## src/rtl/periph_bus_pkg.sv

```systemverilog
// periph_bus_pkg: shared FSM encoding, address-map defaults and constants for the peripheral register bus
package periph_bus_pkg;
    typedef enum logic [1:0] {IDLE, SETUP, ACCESS, RESP} state_t;
    localparam logic [31:0] BASE_ADDR_DEF = 32'h4000_0000;
    localparam int SPAN_LOG2_DEF = 12;
    localparam logic [31:0] DEADBEEF = 32'hDEAD_BEEF;
    localparam int SLOT_GPIO = 0, SLOT_TIMER = 1, SLOT_UART = 2, SLOT_SPI = 3;
endpackage

```

## src/rtl/periph_addr_decode.sv

```systemverilog
// periph_addr_decode: combinational CPU byte address -> {mapped, slot index, one-hot select}
module periph_addr_decode
    import periph_bus_pkg::*;
#(
    parameter int NSLAVE = 4,
    parameter logic [31:0] BASE_ADDR = BASE_ADDR_DEF,
    parameter int SPAN_LOG2 = SPAN_LOG2_DEF,
    localparam int SW = $clog2(NSLAVE)
) (
    input  logic [31:0]       addr,
    output logic              mapped,
    output logic [SW-1:0]     sel,
    output logic [NSLAVE-1:0] onehot
);
    localparam int HI = SPAN_LOG2 + SW;
    logic unused_offset;
    assign unused_offset = ^addr[SPAN_LOG2-1:0];
    always_comb begin
        mapped = addr[31:HI] == BASE_ADDR[31:HI];
        sel    = addr[HI-1:SPAN_LOG2];
        onehot = NSLAVE'(1) << sel;
    end
endmodule

```

## src/rtl/periph_bus_master.sv

```systemverilog
// periph_bus_master: CPU-side SETUP/ACCESS initiator for the peripheral register bus.
// Define BUS_TIMEOUT_EN to abort ACCESS after TIMEOUT_CYC cycles without ready.
module periph_bus_master
    import periph_bus_pkg::*;
#(
    parameter int NSLAVE = 4,
    parameter logic [31:0] BASE_ADDR = BASE_ADDR_DEF,
    parameter int SPAN_LOG2 = SPAN_LOG2_DEF,
    parameter int TIMEOUT_CYC = 16
) (
    input  logic                 clk,
    input  logic                 reset,
    input  logic                 cpu_req,
    input  logic                 cpu_we,
    input  logic [31:0]          cpu_addr,
    input  logic [31:0]          cpu_wdata,
    output logic                 cpu_busy,
    output logic                 cpu_ready,
    output logic                 cpu_err,
    output logic [31:0]          cpu_rdata,
    output logic [NSLAVE-1:0]    per_cs,
    output logic                 per_wr,
    output logic [31:0]          per_addr,
    output logic [31:0]          per_wdata,
    input  logic [NSLAVE*32-1:0] per_rdata,
    input  logic [NSLAVE-1:0]    per_ready
);
    localparam int SW = $clog2(NSLAVE);
    state_t state, state_nx;
    logic [SW-1:0] sel_q, dec_sel;
    logic [NSLAVE-1:0] cs_q, dec_onehot;
    logic dec_mapped, we_q, err_q, slot_ready, timeout;
    logic [31:0] slot_rdata;

    periph_addr_decode #(.NSLAVE(NSLAVE), .BASE_ADDR(BASE_ADDR), .SPAN_LOG2(SPAN_LOG2)) u_dec (
        .addr(cpu_addr), .mapped(dec_mapped), .sel(dec_sel), .onehot(dec_onehot)
    );

    assign slot_ready = per_ready[sel_q];
    assign slot_rdata = per_rdata[32*sel_q +: 32];

`ifdef BUS_TIMEOUT_EN
    localparam int CW = $clog2(TIMEOUT_CYC + 1);
    logic [CW-1:0] cnt;
    // Counts ACCESS cycles without ready; held at zero outside ACCESS
    always_ff @(posedge clk or posedge reset)
        if (reset) cnt <= '0;
        else if (state != ACCESS) cnt <= '0;
        else if (!slot_ready) cnt <= cnt + CW'(1);
    assign timeout = !slot_ready && cnt == CW'(TIMEOUT_CYC - 1);
`else
    localparam int unused_timeout = TIMEOUT_CYC;
    assign timeout = 1'b0;
`endif

    always_ff @(posedge clk or posedge reset)
        if (reset) state <= IDLE;
        else state <= state_nx;

    always_comb begin
        state_nx = state;
        case (state)
            IDLE:    if (cpu_req) state_nx = dec_mapped ? SETUP : RESP;
            SETUP:   state_nx = ACCESS;
            ACCESS:  if (slot_ready || timeout) state_nx = RESP;
            default: state_nx = IDLE;
        endcase
    end

    always_ff @(posedge clk or posedge reset)
        if (reset) begin
            per_addr  <= '0;
            per_wdata <= '0;
            we_q      <= 1'b0;
            sel_q     <= '0;
            cs_q      <= '0;
            err_q     <= 1'b0;
            cpu_rdata <= '0;
        end else begin
            if (state == IDLE && cpu_req) begin
                per_addr  <= cpu_addr;
                per_wdata <= cpu_wdata;
                we_q      <= cpu_we;
                sel_q     <= dec_sel;
                cs_q      <= dec_onehot;
                err_q     <= !dec_mapped;
            end
            // Ready wins over a coincident timeout
            if (state == ACCESS && slot_ready) cpu_rdata <= we_q ? '0 : slot_rdata;
            else if (state == ACCESS && timeout) begin
                cpu_rdata <= DEADBEEF;
                err_q     <= 1'b1;
            end else if (state == RESP) cpu_rdata <= '0;
        end

    always_comb begin
        cpu_busy  = state != IDLE;
        cpu_ready = state == RESP;
        cpu_err   = state == RESP && err_q;
        per_cs    = (state == SETUP || state == ACCESS) ? cs_q : '0;
        per_wr    = state == ACCESS && we_q;
    end
endmodule

```

## config.mk

```make
export PLATFORM = sky130hd
export DESIGN_NAME = periph_bus_master
export DESIGN_NICKNAME = d
export VERILOG_FILES = /design/src/rtl/periph_bus_pkg.sv /design/src/rtl/periph_addr_decode.sv /design/src/rtl/periph_bus_master.sv
export SDC_FILE = /design/constraint.sdc
export NUM_CORES = 1
export LEC_CHECK = 0
export ABC_AREA = 0
export CORE_ASPECT_RATIO = 1.25
export CORE_MARGIN = 4
export CORE_UTILIZATION = 31
export DETAILED_ROUTE_END_ITERATION = 16
export PLACE_DENSITY = 0.71
export SYNTH_ARGS = -nofsm -noshare
export SYNTH_HDL_FRONTEND = slang
export SYNTH_HIERARCHICAL = 1
export SYNTH_SLANG_ARGS = --single-unit
```

## constraint.sdc

```tcl
create_clock -name clk -period 9.7 [get_ports clk]
set_clock_uncertainty 0.15 [all_clocks]
set_input_delay 0.97 -clock clk [delete_from_list [all_inputs] [get_ports clk]]
set_output_delay 0.97 -clock clk [all_outputs]
set_load 0.05 [all_outputs]
```

==> results of run 1 <==
-- cell usage in the layout (no fill, tap or decap) --
| cell type | instances |
|---|---|
| o21ai_0 | 1 |
| mux2_4 | 30 |
| dfrtp_4 | 1 |
| buf_4 | 5 |
| a222oi_1 | 1 |
| inv_8 | 2 |
| bufinv_16 | 1 |
| clkinv_2 | 1 |
| nand2b_1 | 2 |
| nor4b_1 | 1 |
| clkbuf_16 | 9 |
| nor4_1 | 2 |
| mux2_2 | 73 |
| and2_1 | 8 |
| clkdlybuf4s50_1 | 303 |
| nand4_1 | 1 |
| nand2_2 | 1 |
| ha_1 | 3 |
| or4_1 | 1 |
| dfrtp_1 | 105 |
| nand2_1 | 2 |
| inv_1 | 4 |
| o22a_2 | 1 |
| inv_4 | 1 |
| nor2_1 | 3 |
| o22ai_1 | 32 |
| clkinv_4 | 2 |
| or2_2 | 1 |
| inv_6 | 1 |
| o22a_1 | 1 |
| o21bai_1 | 1 |
| mux2i_1 | 67 |
| nor2b_1 | 36 |
-- synthesized netlist by cell type, types with 2 or more instances --
cell type	number	area, um2
mux2_4	30	450
dfrtp_1	106	2650
clkbuf_1	7	26.3
nor4_1	2	12.5
mux2_2	73	822
o22ai_1	32	200
nor2b_1	36	225
buf_6	8	90.1
nor2_1	3	11.3
buf_4	3	22.5
nand2b_1	2	12.5
and2_1	8	50.1
buf_2	12	60.1
ha_1	3	37.5
nand2_1	3	11.3
mux2i_1	67	671
inv_1	5	18.8
-- worst min-delay path by stage --
stage / startpoint / endpoint / cells after the start
floorplan: err_q$_DFFE_PP0P_ / err_q$_DFFE_PP0P_ / 2
global placement: err_q$_DFFE_PP0P_ / err_q$_DFFE_PP0P_ / 2
detailed placement: err_q$_DFFE_PP0P_ / err_q$_DFFE_PP0P_ / 2
CTS: err_q$_DFFE_PP0P_ / err_q$_DFFE_PP0P_ / 2
global route: err_q$_DFFE_PP0P_ / err_q$_DFFE_PP0P_ / 2
finish: err_q$_DFFE_PP0P_ / err_q$_DFFE_PP0P_ / 2
-- power by group through the flow --
stage / clock, mW / combinational (mW) / sequential, mW
2_1_floorplan: 0 / 0.789 / 1.43
3_3_place_gp: 0 / 2.05 / 0.791
3_5_place_dp: 0 / 2.08 / 0.802
4_1_cts: 0.394 / 2.09 / 0.798
5_1_grt: 0.408 / 2.16 / 0.822
6_report: 0.377 / 2.06 / 0.794
-- sequential cells by signal, summed over array words and instances (netlist names) --
| signal | cells |
|---|---|
| cpu_rdata | 32 |
| per_addr | 32 |
| per_wdata | 32 |
| cs_q | 4 |
| sel_q | 2 |
| state | 2 |
| err_q | 1 |
| we_q | 1 |
-- through the flow --
| stage | std cells | setup WS [ps] |
|---|---|---|
| 3_3_place_gp | 907 | 6560 |
| 2_1_floorplan | 409 | 5790 |
| 3_5_place_dp | 907 | 6460 |
| 6_report | 923 | 6270 |
| 5_1_grt | 923 | 6190 |
| 4_1_cts | 923 | 6260 |
-- cell families (layout without fill, tap and decap cells) --
group	count (synthesis)	count (layout)	synth area share (%)
multiplexers	170	170	35.7
flip-flops	106	106	48.7
AND/OR/NAND/NOR	58	58	6.46
AO/OA/AOI/OAI	37	37	4.44
buffers and inverters	35	329	4.00
adder cells (fa/ha/maj)	3	3	0.690
-- critical path: cells and delay by family (launching register included) --
kind / cells / cell delay (ps)
DFF: 1 / 380
adders and majority gates: 1 / 330
buffers and inverters: 2 / 1240
-- layer usage --
| metal | up-vias | track usage [%] | routed length, um |
|---|---|---|---|
| met5 | - | 0 | 0 |
| met4 | 0 | 5.06 | 358 |
| met3 | 21 | 6.06 | 1620 |
| met2 | 191 | 29.6 | 8820 |
| met1 | 2122 | 17.5 | 6260 |
| li1 | 2048 | - | - |
-- layout make-up --
class | instances | area (um2)
clock inverters | 7 | 83.8
well taps | 220 | 275
clock buffers | 9 | 225
repair buffers | 308 | 3070
fillers | 1472 | 8130
multi-input cells | 268 | 2580
inverters | 5 | 21.3
flip-flops and latches | 106 | 2660
==> flow_summary.yaml, run 1 <==
yosys:
  syn_area_per_cell_um2: 13.3
  yosys_warnings: 6
  synth_ff_type: "dfrtp_1"
  synth_nets: 612
  ys_types: 26
  synth_seq_cells: 106
  syn-cell-area_um2: 5440
  synth_edf_count: 0
  synth-seq-area-share_pct: 48.7
  async_reset_ff_share_pct: 100
  syn_inst: 409
power_and_ir_drop:
  cellPowerDensity_nw_per_um2: 363
  max-vdd-ir-drop_mv: 0.226
  finalPower_mw: 3.23
  cellLeakagePower_nw: 3.88
  swShare_pct: 47.2
  p_clk_share_pct: 11.7
  comb_power_share_pct: 63.8
  intPower_mw: 1.71
  p_seq_share_pct: 24.6
  power.switching_mw: 1.53
timing:
  max_slew_margin_pct: 29.2
  whs_ps: 347
  tightest_slew_ps: 1060
  setup_viol: 0
  final_min_period_over_clock_period_pct: 35.3
  final_max_slew_viol_count: 0
  max_freq_ghz: 0.292
  rsz0062_at_grt: "false"
  hold_viol_final: 0
  fin_crit_ps: 3430
  setup_tns_ps: 0
setup_path:
  critPathMaxStageDelay_ps: 880
  r2r_cells: 3
  cp-start-kind: "flop"
  startpoint: "state[0]$_DFFE_PP0P_"
  r2r_slack_ps: 7070
  crit_slowest_cell: "clkdlybuf4s50_1"
  critical_path_class: "reg -> out"
  endpoint: "cpu_ready"
  cp_max_fo: 28
  path_cells: "ha_1 > buf_4 > clkdlybuf4s50_1"
  cp_data_arrival_time_ps: 2310
  r2r-start: "sel_q[1]$_DFFE_PP0P_"
  setup.worst_path.end_class: "output pin"
  rr_endpoint: "cpu_rdata[30]$_DFFE_PP0P_"
  critPathRequiredTime_ps: 8580
drt:
  viasPerCell: 4.75
  drc: 0
  initialDrtViolationCount: 130
  vias: 4382
  wl_per_cell_um: 18.5
  ant_nets: 0
  totalWireLength_um: 17000
  drt_pass1_iterations: 6
die:
  fp.dieH_um: 156
  core_area_um2: 17000
  pin_count: 304
  dieArea_um2: 19800
  die_width_um: 127
  core.rowCount: 53
  initial_utilization_pct: 31.9
outcome:
  status: "completed"
final_layout:
  fin_area_um2: 8910
  final_util_pct: 52.3
  antenna_cells: 0
  nNetsFinal: 901
  drive_above_1_share_pct: 18.3
  syn2layout_area_growth_pct: 63.6
global_routing:
  grt_pass1_vias: 4843
  grt_overflow: 0
  grt_use_total_pct: 16.3
  grt_antenna_before_repair: 0
  grt_pass1_wl_um: 25700
  grt_max_degree: 71
clocking:
  cts-root-buf: "clkbuf_16"
  worstSkewPairLatency_ps: 340
  cts_tree: "yes"
  clk_path_buf_depth: 2
  holdBufCountCts: 0
  numCtsBuffers: 9
  clkSlewWorstSetupHoldPaths_ps: 70
  clkSinkCount: 106
  post_cts_buffers: 0
  post_cts_resized: 0
  h-tree-depth: 3
place:
  post-dp-hpwl_um: 13300
  port_buffers: 303
  placed_cell_area_um2: 8600
  routabilityCongestion: 0.848
worst_hold_path:
  hp-class: "reg -> reg"
job:
  drv_cap: 0
Note: power is estimated with default switching activity, not from simulation.
==> run 2, diff against run 1 <==
- clock period: 9.7 -> 3.5 ns (I/O delays scaled with it)
==> run 2 against run 1 <==
  * Routed wire length up 0.22%
  * Die area unchanged
  * Critical endpoint is now per_cs[1]
  * Count of clock-buffer cells in the layout unchanged
==> flow_summary.yaml, run 2 (synthesized netlist as in run 1, its figures left out) <==
setup_path:
  critPathRequiredTime_ps: 3000
  setup.worst_path.end_class: "output pin"
  cp_data_arrival_time_ps: 2140
  crit_slowest_cell: "clkdlybuf4s50_1"
  cp_max_fo: 5
  path_depth: 4
  endpoint: "per_cs[1]"
  r2r_slack_ps: 950
  cp-start-kind: "flop"
  r2r_cells: 4
  rr_endpoint: "cpu_rdata[30]$_DFFE_PP0P_"
  critPathMaxStageDelay_ps: 830
  r2r-start: "sel_q[1]$_DFFE_PP0P_"
  crit_family: "buffers and inverters"
  startpoint: "state[0]$_DFFE_PP0P_"
  path_buf_inv: 2
  critical_path_class: "reg -> out"
  path_cells: "inv_1 > ha_1 > and2_1 > clkdlybuf4s50_1"
final_layout:
  nFillCells: 1425
  fin_area_um2: 8950
  final_common_cell: "clkdlybuf4s50_1"
  final_util_pct: 52.5
  fin_cells: 925
  layout_common_cells: "clkdlybuf4s50_1 (302), dfrtp_1 (105), mux2_2 (73), mux2i_1 (67), nor2b_1 (36)"
  largestRegisters: "cpu_rdata x32, per_addr x32, per_wdata x32"
  antenna_cells: 0
  syn2layout_area_growth_pct: 64.4
  nNetsFinal: 903
  drive_above_1_share_pct: 18.7
outcome:
  status: "completed"
global_routing:
  grt_max_degree: 65
  grt_pass1_wl_um: 25800
  grt_antenna_before_repair: 0
  grt_pass1_vias: 4872
  grt_use_total_pct: 16.6
  grt_overflow: 0
power_and_ir_drop:
  max-vdd-ir-drop_mv: 0.704
  cellLeakagePower_nw: 3.90
  finalPower_mw: 8.98
  cellPowerDensity_nw_per_um2: 1000
place:
  routabilityCongestion: 0.834
  placed_cell_area_um2: 8640
  port_buffers: 303
  post-dp-hpwl_um: 13300
  place_inst: 909
timing:
  tightest_slew_ps: 810
  setup_tns_ps: 0
  setup_viol: 0
  max_freq_ghz: 0.379
  final_min_period_over_clock_period_pct: 75.3
  rsz0062_at_grt: "false"
  max_slew_margin_pct: 46.0
  hold_viol_final: 0
  fin_crit_ps: 2640
  final_max_slew_viol_count: 0
clocking:
  cts-root-buf: "clkbuf_16"
  clk_path_buf_depth: 2
  clkSlewWorstSetupHoldPaths_ps: 70
  post_cts_buffers: 0
  numCtsBuffers: 9
  worstSkewPairLatency_ps: 350
  h-tree-depth: 3
  holdBufCountCts: 0
  clkSinkCount: 106
  post_cts_resized: 0
  cts_tree: "yes"
worst_hold_path:
  hp-class: "reg -> reg"
die:
  dieArea_um2: 19800
  initial_utilization_pct: 31.9
  die_width_um: 127
  fp.dieH_um: 156
  core_area_um2: 17000
  pin_count: 304
  core.rowCount: 53
drt:
  drt_pass1_iterations: 6
  vias: 4372
  ant_nets: 0
  drc: 0
  wl_per_cell_um: 18.5
  initialDrtViolationCount: 103
  viasPerCell: 4.73
  totalWireLength_um: 17100
job:
  drv_cap: 0
run 2: cell count changes in the layout (fill, tap and decap cells not counted), sizes merged:
| cell | before | now |
|---|---|---|
| buf | 5 | 8 |
| clkdlybuf4s50 | 303 | 302 |
| clkinv | 3 | 0 |
| clkinvlp | 0 | 2 |
| inv | 8 | 9 |
run 2: how the worst min path moves through the flow:
| stage | to | start | cells after the start |
|---|---|---|---|
| 5_1_grt | per_wdata[3]$_DFFE_PP0P_ | per_wdata[3]$_DFFE_PP0P_ | 1 |
| 3_5_place_dp | err_q$_DFFE_PP0P_ | err_q$_DFFE_PP0P_ | 2 |
| 4_1_cts | err_q$_DFFE_PP0P_ | err_q$_DFFE_PP0P_ | 2 |
| 2_1_floorplan | err_q$_DFFE_PP0P_ | err_q$_DFFE_PP0P_ | 2 |
| 3_3_place_gp | err_q$_DFFE_PP0P_ | err_q$_DFFE_PP0P_ | 2 |
| 6_report | err_q$_DFFE_PP0P_ | err_q$_DFFE_PP0P_ | 2 |
run 2: worst reg2reg max path, stage by stage, from the launching register on:
cell and delay [ps]:
dfrtp_4 690, mux2i_1 330, o22a_2 450, buf_4 430, mux2_2 390
run 2: power by group:
| part | switching [mW] | total, mW | internal [mW] |
|---|---|---|---|
| sequential | 0.372 | 2.19 | 1.82 |
| clock | 0.488 | 1.06 | 0.570 |
| combinational | 3.38 | 5.73 | 2.35 |
| total | 4.24 | 8.98 | 4.74 |
run 2: layout make-up:
type | instances | area (um2) | share of cell area, %
Multi-Input combinational cell | 268 | 2580 | 28.8
Sequential cell | 106 | 2660 | 29.7
Tap cell | 220 | 275 | 3.08
Clock inverter | 7 | 85.1 | 0.951
Clock buffer | 9 | 225 | 2.52
Timing Repair Buffer | 310 | 3110 | 34.7
Inverter | 5 | 21.3 | 0.238
run 2: routing by layer:
layer	up-vias	part of all wire (%)	GRT usage (%)
li1	2047	-	-
met1	2104	37	17.5
met2	196	51	29.8
met3	25	9.5	6.03
met4	0	2.4	6.59
met5	-	0	0
run 2: metrics by stage:
step                worst slack [ps]  hold slack, ps
floorplan                        211             292
global placement                1040             313
detailed placement               935             317
CTS                              823             335
global route                     737             363
finish                           864             326
==> run 3, diff against run 2 <==
- clock period: 3.5 -> 2.54 ns (I/O delays scaled with it)
==> run 3 against run 2 <==
  * Worst hold slack worse by 190 ps
  * Count of clock-buffer cells in the layout unchanged
  * Total power up 38%
  * Critical path depth unchanged
  * Clock power up 29%
  * Die area unchanged
  * Sequential power up 34%
  * First-iteration DRC count up 9.7%
  * Highest routed layer unchanged
  * Setup slack worse by 730 ps
  * Via count up 0.27%
  * Non-clock buffer count up 3
  * Largest cell class unchanged
==> flow_summary.yaml, run 3 (synthesized netlist as in run 1, its figures left out) <==
place:
  post-dp-hpwl_um: 13400
  place_inst: 912
  placed_cell_area_um2: 8740
  routabilityCongestion: 0.888
  port_buffers: 303
final_layout:
  syn2layout_area_growth_pct: 65.7
  fin_cells: 928
  largestRegisters: "cpu_rdata x32, per_addr x32, per_wdata x32"
  antenna_cells: 0
  layout_common_cells: "clkdlybuf4s50_1 (296), dfrtp_1 (105), mux2_2 (73), mux2i_1 (67), nor2b_1 (36)"
  nNetsFinal: 906
  final_common_cell: "clkdlybuf4s50_1"
  nFillCells: 1419
  drive_above_1_share_pct: 19.2
  fin_area_um2: 9020
power_and_ir_drop:
  cellPowerDensity_nw_per_um2: 1370
  cellLeakagePower_nw: 3.97
  max-vdd-ir-drop_mv: 0.752
die:
  dieArea_um2: 19800
  pin_count: 304
  core.rowCount: 53
  initial_utilization_pct: 31.9
  fp.dieH_um: 156
  core_area_um2: 17000
  die_width_um: 127
clocking:
  worstSkewPairLatency_ps: 350
  h-tree-depth: 3
  clk_path_buf_depth: 2
  numCtsBuffers: 9
  post_cts_buffers: 0
  cts-root-buf: "clkbuf_16"
  clkSinkCount: 106
  cts_tree: "yes"
  clkSlewWorstSetupHoldPaths_ps: 80
  holdBufCountCts: 0
drt:
  vias: 4384
  wl_per_cell_um: 18.4
  viasPerCell: 4.72
  initialDrtViolationCount: 113
  totalWireLength_um: 17100
  drc: 0
  ant_nets: 0
  drt_pass1_iterations: 4
setup_path:
  rr_endpoint: "per_wdata[16]$_DFFE_PP0P_"
  r2r-start: "state[0]$_DFFE_PP0P_"
  cp_data_arrival_time_ps: 2000
  r2r_cells: 5
  crit_family: "buffers and inverters"
  critPathMaxStageDelay_ps: 830
  setup.worst_path.end_class: "output pin"
  cp_max_fo: 5
  crit_top_cell: "inv_1"
  critical_path_class: "reg -> out"
  path_buf_inv: 3
  crit_slowest_cell: "clkdlybuf4s50_1"
  cp-start-kind: "flop"
  path_cells: "inv_1 > ha_1 > inv_1 > clkdlybuf4s50_1"
  critPathRequiredTime_ps: 2140
  r2r_slack_ps: 560
timing:
  tightest_slew_ps: 674
  hold_viol_final: 0
  setup_tns_ps: 0
  max_freq_ghz: 0.416
  final_max_slew_viol_count: 0
  final_min_period_over_clock_period_pct: 94.6
  setup_viol: 0
  max_slew_margin_pct: 55.0
  whs_ps: 140
  fin_crit_ps: 2400
  rsz0062_at_grt: "false"
global_routing:
  grt-busiest-layer: "met2"
  grt_use_total_pct: 16.5
  grt_pass1_wl_um: 26000
  grt_antenna_before_repair: 0
  use_met3_pct: 5.31
  met2_usage_pct: 29.7
  grt_pass1_vias: 4812
  grt_overflow: 0
  met1_usage_pct: 18.3
  grt_max_degree: 51
job:
  drv_cap: 0
worst_hold_path:
  hp-class: "in -> async"
outcome:
  status: "completed"
[run 3: cell type report]
cell class	count	area, um2	share of cell area [%]
repair buffers	313	3200	35.5
flip-flops and latches	106	2660	29.4
multi-input cells	268	2580	28.6
well taps	220	275	3.05
clock buffers	9	225	2.50
clock inverters	7	58.8	0.652
inverters	5	22.5	0.250
[run 3: report_power, final]
part	total [mW]	internal (mW)	switching, mW
Clock	1.37	0.685	0.680
Combinational	8.09	3.33	4.77
Sequential	2.94	2.51	0.433
[run 3: worst reg2reg max path, delay by kind of cell (launching register included)]
| family | cells | cell delay (ps) |
|---|---|---|
| adder cells (fa/ha/maj) | 1 | 290 |
| AND/OR/NAND/NOR | 1 | 340 |
| multiplexers | 1 | 360 |
| buffers and inverters | 2 | 360 |
| flip-flops | 1 | 370 |
[run 3: worst max path at each step]
stage,slack (ps),depth (start not counted),from,endpoint
after floorplan,430,3,state[0]$_DFFE_PP0P_,cpu_err
after global placement,400,4,state[0]$_DFFE_PP0P_,per_cs[1]
after detailed placement,360,4,state[1]$_DFFE_PP0P_,per_cs[1]
after CTS,40,4,state[0]$_DFFE_PP0P_,per_wr
after global routing,60,4,state[1]$_DFFE_PP0P_,cpu_busy
final,140,4,state[0]$_DFFE_PP0P_,cpu_busy
[run 3: per-layer routing]
layer / up-vias / share of wire (%) / routed length (um)
met4: 0 / 2.0 / 340
met3: 25 / 8.3 / 1410
li1: 2057 / - / -
met5: - / 0 / 0
met2: 179 / 53 / 9010
met1: 2123 / 37 / 6340
[run 3: repair_timing]
item / 4_1_cts / 5_1_grt
pin swaps: 0 / 0
gates resized for setup: 4 / 1
hold endpoints to repair: 0 / 0
setup endpoints to repair: 4 / 1
[run 3: per-stage QoR]
| stage | setup WS, ps | power, mW | util, % |
|---|---|---|---|
| CTS | 44.4 | 12.6 | 52.9 |
| detailed placement | 363 | 11.2 | 51.3 |
| global route | 56.8 | 13.0 | 52.9 |
| global placement | 402 | 11.0 | 51.3 |
| floorplan | 432 | 8.48 | - |
| finish | 136 | 12.4 | 52.9 |
